File: src/rtl/stats_pkg.sv
// Shared definitions for the sample window block: data width and FSM encoding.
package stats_pkg;

    localparam int DATA_W = 32;

    typedef enum logic [1:0] {
        ST_FILL  = 2'd0,   // collecting the first WIN samples
        ST_RUN   = 2'd1,   // collecting STRIDE samples for the next window
        ST_ISSUE = 2'd2,   // one-cycle start pulse to the statistics engine
        ST_WAIT  = 2'd3    // engine busy, input stalled
    } state_t;

    // Address width for a power-of-two buffer, never narrower than one bit.
    function automatic int addr_width(input int depth);
        return (depth > 1) ? $clog2(depth) : 1;
    endfunction

endpackage

File: src/rtl/sample_ram.sv
// Sample buffer: one synchronous write port, one asynchronous read port.
// A read of the entry being written in the same cycle returns the old data.
module sample_ram
    import stats_pkg::*;
#(
    parameter int DEPTH = 16,
    parameter int AW    = addr_width(DEPTH)
) (
    input  logic              Clk,
    input  logic              we,
    input  logic [AW-1:0]     wr_addr,
    input  logic [DATA_W-1:0] wr_data,
    input  logic [AW-1:0]     rd_addr,
    output logic [DATA_W-1:0] rd_data
);

    logic [DATA_W-1:0] mem [DEPTH];

    // Write port: contents are deliberately left unreset.
    always_ff @(posedge Clk) begin
        if (we) begin
            mem[wr_addr] <= wr_data;
        end
    end

    assign rd_data = mem[rd_addr];

endmodule

File: src/rtl/sample_window.sv
// Sliding sample window: buffers incoming samples and, every STRIDE samples
// once WIN are available, hands a [si, ei) window to a statistics engine and
// captures the engine's mean/variance result.
module sample_window
    import stats_pkg::*;
#(
    parameter int DEPTH  = 16,
    parameter int WIN    = 8,
    parameter int STRIDE = 4
) (
    input  logic              Clk,
    input  logic              Rst,
    input  logic              in_valid,
    input  logic [DATA_W-1:0] in_data,
    output logic              in_ready,
    output logic              stat_start,
    output logic [DATA_W-1:0] stat_si,
    output logic [DATA_W-1:0] stat_ei,
    input  logic [DATA_W-1:0] stat_index,
    output logic [DATA_W-1:0] stat_value,
    input  logic              stat_done,
    input  logic [DATA_W-1:0] stat_mean,
    input  logic [DATA_W-1:0] stat_variance,
    output logic              res_valid,
    output logic [DATA_W-1:0] res_si,
    output logic [DATA_W-1:0] res_mean,
    output logic [DATA_W-1:0] res_variance
);

    localparam int AW = addr_width(DEPTH);

    state_t            state_reg, state_next;
    logic [DATA_W-1:0] wr_cnt_reg, wr_cnt_inc;
    logic [DATA_W-1:0] stride_cnt_reg, stride_cnt_next;
    logic [DATA_W-1:0] stat_si_reg, stat_ei_reg;
    logic [DATA_W-1:0] res_si_reg, res_mean_reg, res_var_reg;
    logic              res_valid_reg;
    logic              accept, enter_issue, capture;
    logic [AW-1:0]     wr_addr, rd_addr;

    // Input is only open while collecting samples; the handshake is purely
    // a function of the state so there is no path from in_valid to in_ready.
    assign in_ready   = (state_reg == ST_FILL) || (state_reg == ST_RUN);
    assign accept     = in_valid && in_ready;
    assign wr_cnt_inc = wr_cnt_reg + 32'd1;

    // Buffer indices are the counters modulo DEPTH (DEPTH is a power of 2).
    assign wr_addr = AW'(wr_cnt_reg);
    assign rd_addr = AW'(stat_index);

    sample_ram #(
        .DEPTH (DEPTH),
        .AW    (AW)
    ) u_ram (
        .Clk     (Clk),
        .we      (accept),
        .wr_addr (wr_addr),
        .wr_data (in_data),
        .rd_addr (rd_addr),
        .rd_data (stat_value)
    );

    // Next-state, stride bookkeeping and the start pulse.
    always_comb begin
        state_next      = state_reg;
        stride_cnt_next = stride_cnt_reg;
        enter_issue     = 1'b0;
        capture         = 1'b0;
        stat_start      = 1'b0;
        case (state_reg)
            ST_FILL: begin
                if (accept && (wr_cnt_inc == 32'(WIN))) begin
                    state_next      = ST_ISSUE;
                    stride_cnt_next = '0;
                    enter_issue     = 1'b1;
                end
            end
            ST_RUN: begin
                if (accept) begin
                    if (stride_cnt_reg + 32'd1 == 32'(STRIDE)) begin
                        state_next      = ST_ISSUE;
                        stride_cnt_next = '0;
                        enter_issue     = 1'b1;
                    end else begin
                        stride_cnt_next = stride_cnt_reg + 32'd1;
                    end
                end
            end
            ST_ISSUE: begin
                stat_start = 1'b1;
                state_next = ST_WAIT;
            end
            ST_WAIT: begin
                // No timeout: the block stalls until the engine answers.
                if (stat_done) begin
                    capture    = 1'b1;
                    state_next = ST_RUN;
                end
            end
            default: state_next = ST_FILL;
        endcase
    end

    // State register.
    always_ff @(posedge Clk or posedge Rst) begin
        if (Rst) begin
            state_reg <= ST_FILL;
        end else begin
            state_reg <= state_next;
        end
    end

    // Counters, window bounds and captured results.
    always_ff @(posedge Clk or posedge Rst) begin
        if (Rst) begin
            wr_cnt_reg     <= '0;
            stride_cnt_reg <= '0;
            stat_si_reg    <= '0;
            stat_ei_reg    <= '0;
            res_valid_reg  <= 1'b0;
            res_si_reg     <= '0;
            res_mean_reg   <= '0;
            res_var_reg    <= '0;
        end else begin
            if (accept) begin
                wr_cnt_reg <= wr_cnt_inc;
            end
            stride_cnt_reg <= stride_cnt_next;
            if (enter_issue) begin
                stat_ei_reg <= wr_cnt_inc;
                stat_si_reg <= wr_cnt_inc - 32'(WIN);
            end
            res_valid_reg <= capture;
            if (capture) begin
                res_si_reg   <= stat_si_reg;
                res_mean_reg <= stat_mean;
                res_var_reg  <= stat_variance;
            end
        end
    end

    assign stat_si      = stat_si_reg;
    assign stat_ei      = stat_ei_reg;
    assign res_valid    = res_valid_reg;
    assign res_si       = res_si_reg;
    assign res_mean     = res_mean_reg;
    assign res_variance = res_var_reg;

endmodule
File: config.mk
export PLATFORM = sky130hd
export DESIGN_NAME = sample_window
export DESIGN_NICKNAME = d
export VERILOG_FILES = /design/src/rtl/stats_pkg.sv /design/src/rtl/sample_ram.sv /design/src/rtl/sample_window.sv
export SDC_FILE = /design/constraint.sdc
export NUM_CORES = 1
export LEC_CHECK = 0
export ABC_AREA = 1
export CAP_MARGIN = 10
export CORE_ASPECT_RATIO = 0.8
export CORE_UTILIZATION = 30
export CTS_CLUSTER_DIAMETER = 200
export DETAILED_ROUTE_END_ITERATION = 6
export GPL_ROUTABILITY_DRIVEN = 0
export PLACE_DENSITY = 0.56
export SYNTH_ARGS = -nofsm -noshare
export SYNTH_HDL_FRONTEND = slang
export SYNTH_SLANG_ARGS = --single-unit
File: constraint.sdc
create_clock -name Clk -period 7.7 [get_ports Clk]
set_input_delay 1.155 -clock Clk [delete_from_list [all_inputs] [get_ports Clk]]
set_output_delay 1.155 -clock Clk [all_outputs]
set_load 0.01 [all_outputs]
-- Yosys cells after proc, flatten, opt, wreduce, memory -nomap -nowiden
Memories as Yosys holds them, arrays and structs flattened.
Index checks and enable logic that the tools add are counted.
- input bits: 132
- bits in registers: 227
- bits in writable memories: 512
- logic and storage cells: 47
- memories kept: 1
- memory list (name ; depth ; width ; read ports ; clocked after memory_dff ; wr ports ; line ; text):
    u_ram.mem ; 16 ; 32 ; 1 ; 0 ; 1 ; sample_ram.sv:17 ; logic [DATA_W-1:0] mem [DEPTH];
- add/subtract/negate cells: 3
- equality and inequality tests: 9
- reduce and logical (&&, ||, !) cells: 7
- mux-type cells: 18
- operators with widths (kind ; count):
    32-bit two-way mux ; 3
    32-bit by 1-bit adder with 32-bit output (second input constant) ; 2
    32-bit one-hot mux with 2 select lines ; 1
    32-bit by 3-bit equality test with 1-bit output (second input constant) ; 1
    32-bit by 4-bit equality test with 1-bit output (second input constant) ; 1
    32-bit by 4-bit subtractor with 32-bit output (second input constant) ; 1
    1-bit two-way mux ; 8
    2-bit two-way mux ; 4
    2-bit one-hot mux with 4 select lines ; 1
    2-bit equality test (second input constant) ; 2
    2-bit by 1-bit != test with 1-bit output (second input constant) ; 2
    2-bit != test (second input constant) ; 2
    4-bit AND reduction ; 1
    3-bit AND reduction ; 1
    2-bit by 1-bit equality test with 1-bit output (second input constant) ; 1
    1-bit logical AND ; 2
    2-bit zero test ; 1
    1-bit one-hot mux with 2 select lines ; 1
    2-bit nonzero test ; 1
    1-bit logical OR ; 1

-- Depth between registers and ports, before layout
- depth after elaboration: 6
- depth in mapped cells: 18
- mapped depth without buffers: 18

-- Cells and area by module
From an unflattened synthesis, not the netlist that was laid out.
- cell total of the unflattened synthesis: 3768
- area, all modules: 33983.8 um^2
- modules (own cells, without submodules) (module ; instances ; cells an instance ; area each (um^2)):
    sample_ram ; 1 ; 2088 ; 22089.9
    sample_window ; 1 ; 1680 ; 11893.9

-- Worst setup path before layout
OpenSTA, ideal clock, no wires.
- path kind: input to output
- from: in stat_index[0]
- to: out stat_value[16]
- data arrival time: 2654 ps
- data required time: 6545 ps
- setup slack: 3891 ps
- stages: 7
- cells stage by stage: clkbuf_1 clkbuf_1 buf_1 mux2i_1 o211ai_1 o211ai_1 nand2_1
- cells in the longest elaborated chain, start to end: 1
- RTL lines (item ; line ; text):
    from (decl) ; sample_window.sv:19 ; input logic [DATA_W-1:0] stat_index,
    memory 16 x 32 bit ; - ;
    to (decl) ; sample_window.sv:20 ; output logic [DATA_W-1:0] stat_value,
Every way passes these cells.

-- Final worst setup path
- from: in stat_index[1]
- to: out stat_value[3]
Same word-level chain as after synthesis.

==> run summary <==
largest net degree at the start of global routing -> 132
crit path time final -> 5.03 ns
hold_buf cts -> 0
final hold vios -> 0
sequential-to-total area share from yosys stat -> 64.6%
cell family with most CP delay -> buffers and inverters
Max-Cap Viols -> 0
final slew viol count -> 0
clk root buf -> clkbuf_16
vias in the first global route -> 21300
layout cell share with drive strength beyond 1 -> 7.84%
Die Footprint -> 110000 um2
most common cell after layout, fill and taps aside -> nand2_1
clock buffer depth -> 3
Synth cell types -> 34
WS Path Type -> input pin to output pin
status -> complete, but fails checks
YS warnings -> 0
simple-gate share of the synthesized area -> 16.7%
crit path max-delay cell type -> inv_4
CP max stage delay -> 0.86 ns
first-pass GRT wire length -> 134000 um
post_cts resized -> 0
Syn Inst Count -> 3075
height of the die -> 296 um
busiest layer in global routing -> met2
htree depth -> 3
Initial DRC Count -> 1876
cell mode on critical path -> buf_4
GRT Total Usage -> 16.1%
CTS sink count -> 736
clock skew -> 0.0417 ns
drt via density -> 4.67
Setup-failing EPs final -> 0
final worst path period share -> 65.3%
Final TNS setup -> 0 ns
clock latency on the worst-skew pair -> 0.67 ns
max FFs per register -> 512
via count -> 22500
met2 GRT Util -> 25.2%
mapped cell area -> 32500 um2
WP data arrival -> 3.87 ns
Final ANT Viol Nets -> 0
Avg Cell Area, Syn -> 10.6 um2
post-synthesis xor/xnor area fraction -> 0.809%
initial antenna violation count -> 3
flops & latches, synth -> 736
Req. time, crit path -> 6.55 ns
Cell Chain, Critical Path -> buf_4 > inv_4 > buf_4 > o21ai_0 > o211ai_1 > nand2_1 > clkdlybuf4s50_1
worst min-delay path class -> register to register
area leader, netlist -> edfxtp_1
num ports -> 327
# DRC -> 6
Area growth syn-to-layout -> 22.0%
syn nets -> 3213
VDD IR-drop max -> 0.000194 V
dpl hpwl -> 53300 um
setup bufs post-CTS -> 0
Core Box Area -> 107000 um2
Placed Area -> 37000 um2
worst path buffer plus inverter count -> 4
Most flops, register -> u_ram.mem
FILL cells -> 10500
Die Wd -> 370 um
Worst-Margin Slew -> 1.19 ns
Max-slew headroom -> 20.5%
Peak Freq -> 199 MHz
Synth top area share -> 47.3%
Antenna Cells -> 0
RSZ-0062 raised after global routing -> no
DRT Pass-1 Iters -> 7
FP Rows -> 107
DR WL/cell -> 18.5 um
CP startpoint kind -> input pin
Congestion Overflow GR -> 0
LEAKAGE -> 15.7 nW
met1 GRT Util -> 22.9%
largest family of logic cells by synthesized area -> simple AND/OR/NAND/NOR gates
CTS tree -> yes
layout net count -> 3480
area occupied by multi-input gates -> 9980 um2
most frequent cells in the layout -> 843 x nand2_1, 512 x edfxtp_1, 294 x clkdlybuf4s50_1
design area -> 39600 um2
DRT Wirelength -> 89000 um
sequential cell area -> 21000 um2
total CTS buffers -> 81
failing checks -> design-rule violations
post-synthesis mux area share -> 3.95%
met3 usage -> 2.88%
CTS clk-pin slew, worst paths -> 0.06 ns
starting density of the core -> 30.4%
Worst Path Max Fanout -> 93
Synth Area in Adders -> 0.231%
cells taking the most area after synthesis -> edfxtp_1 47%, dfrtp_1 17%, nand2_1 9.7%
Power Density -> 283 nW/um2
Compound-Gate Fraction of Synth Area -> 8.70%
# port buffers -> 298
crit path capture type -> output pin
-- path summary, 6_finish.rpt --
path | startpoint | end | slack [ns] | depth (start not counted)
min in group asynchronous | Rst | res_mean[25] | 0.97 | 2
worst max register to register | wr_cnt_reg[2] | stat_si[28] | 3.93 | 12
worst max-delay path | stat_index[1] | stat_value[3] | 2.67 | 7
max in group asynchronous | Rst | stride_cnt_reg[8] | 5.21 | 3
worst min-delay path | res_variance[13] | res_variance[13] | 0.47 | 2
worst min register to register | res_variance[13] | res_variance[13] | 0.47 | 2
-- worst reg2reg max path: cells and delay by family, from the launching register on --
family           cells  cell delay [ns]
flip-flops           1             0.51
AO/OA/AOI/OAI        1             0.16
AND/OR/NAND/NOR     11             3.04
-- cell families (layout without fill, tap and decap cells) --
family                     after synthesis  in the layout
adders and majority gates                6              6
xor gates and xnor gates                30             30
muxes                                  128            128
and+or+nand+nor                       1273           1273
DFF                                    736            736
buffers and inverters                  404            736
AOI/OAI and AO/OA                      498            498
-- metal layers --
metal / share of wire [%] / up-vias / wire length [um]
met2: 46 / 515 / 41300
met4: 2.0 / 6 / 1770
met5: 0.038 / - / 34
met3: 4.8 / 119 / 4310
met1: 47 / 10900 / 41700
li1: - / 11000 / -
-- stage by stage --
step           instances  utilization [%]  hold slack [ns]  setup WS (ns)  total power, W
2_1_floorplan       3075                -            0.475          0.411         0.00632
3_5_place_dp        4676             34.6            0.457           2.62         0.00741
4_1_cts             4824             37.1            0.473           2.61          0.0113
5_1_grt             4824             37.1            0.481           2.45          0.0118
3_3_place_gp        4676             34.6            0.454           2.66         0.00739
6_report            4824             37.1            0.469           2.67          0.0112
-- cell type report --
type / instances / share of cell area, %
flip-flops and latches: 736 / 53.0
multi-input cells: 1935 / 25.2
repair buffers: 332 / 8.22
clock buffers: 107 / 5.49
well taps: 1417 / 4.48
inverters: 256 / 2.45
clock inverters: 41 / 1.20
-- cells in the mapped netlist, drive strengths merged --
| cell | number |
|---|---|
| inv | 253 |
| clkinv | 3 |
| nor2 | 218 |
| nand3b | 3 |
| o211ai | 129 |
| ha | 6 |
| xnor2 | 6 |
| nand4 | 13 |
| xor2 | 24 |
| clkbuf | 95 |
| nor3 | 7 |
| buf | 53 |
| mux2i | 128 |
| o21bai | 3 |
| nand2 | 859 |
| a21oi | 139 |
| o21ai | 226 |
| nand3 | 170 |
| o22ai | 1 |
| edfxtp | 512 |
| nor3b | 3 |
| dfrtp | 224 |
-- where the power goes --
group / total [W] / switching (W) / internal (W)
combinational: 0.00242 / 0.00152 / 0.000905
clock: 0.00387 / 0.00167 / 0.00220
sequential: 0.00491 / 0.000240 / 0.00467
total: 0.0112 / 0.00343 / 0.00777
(Power assumes the default switching activity.)
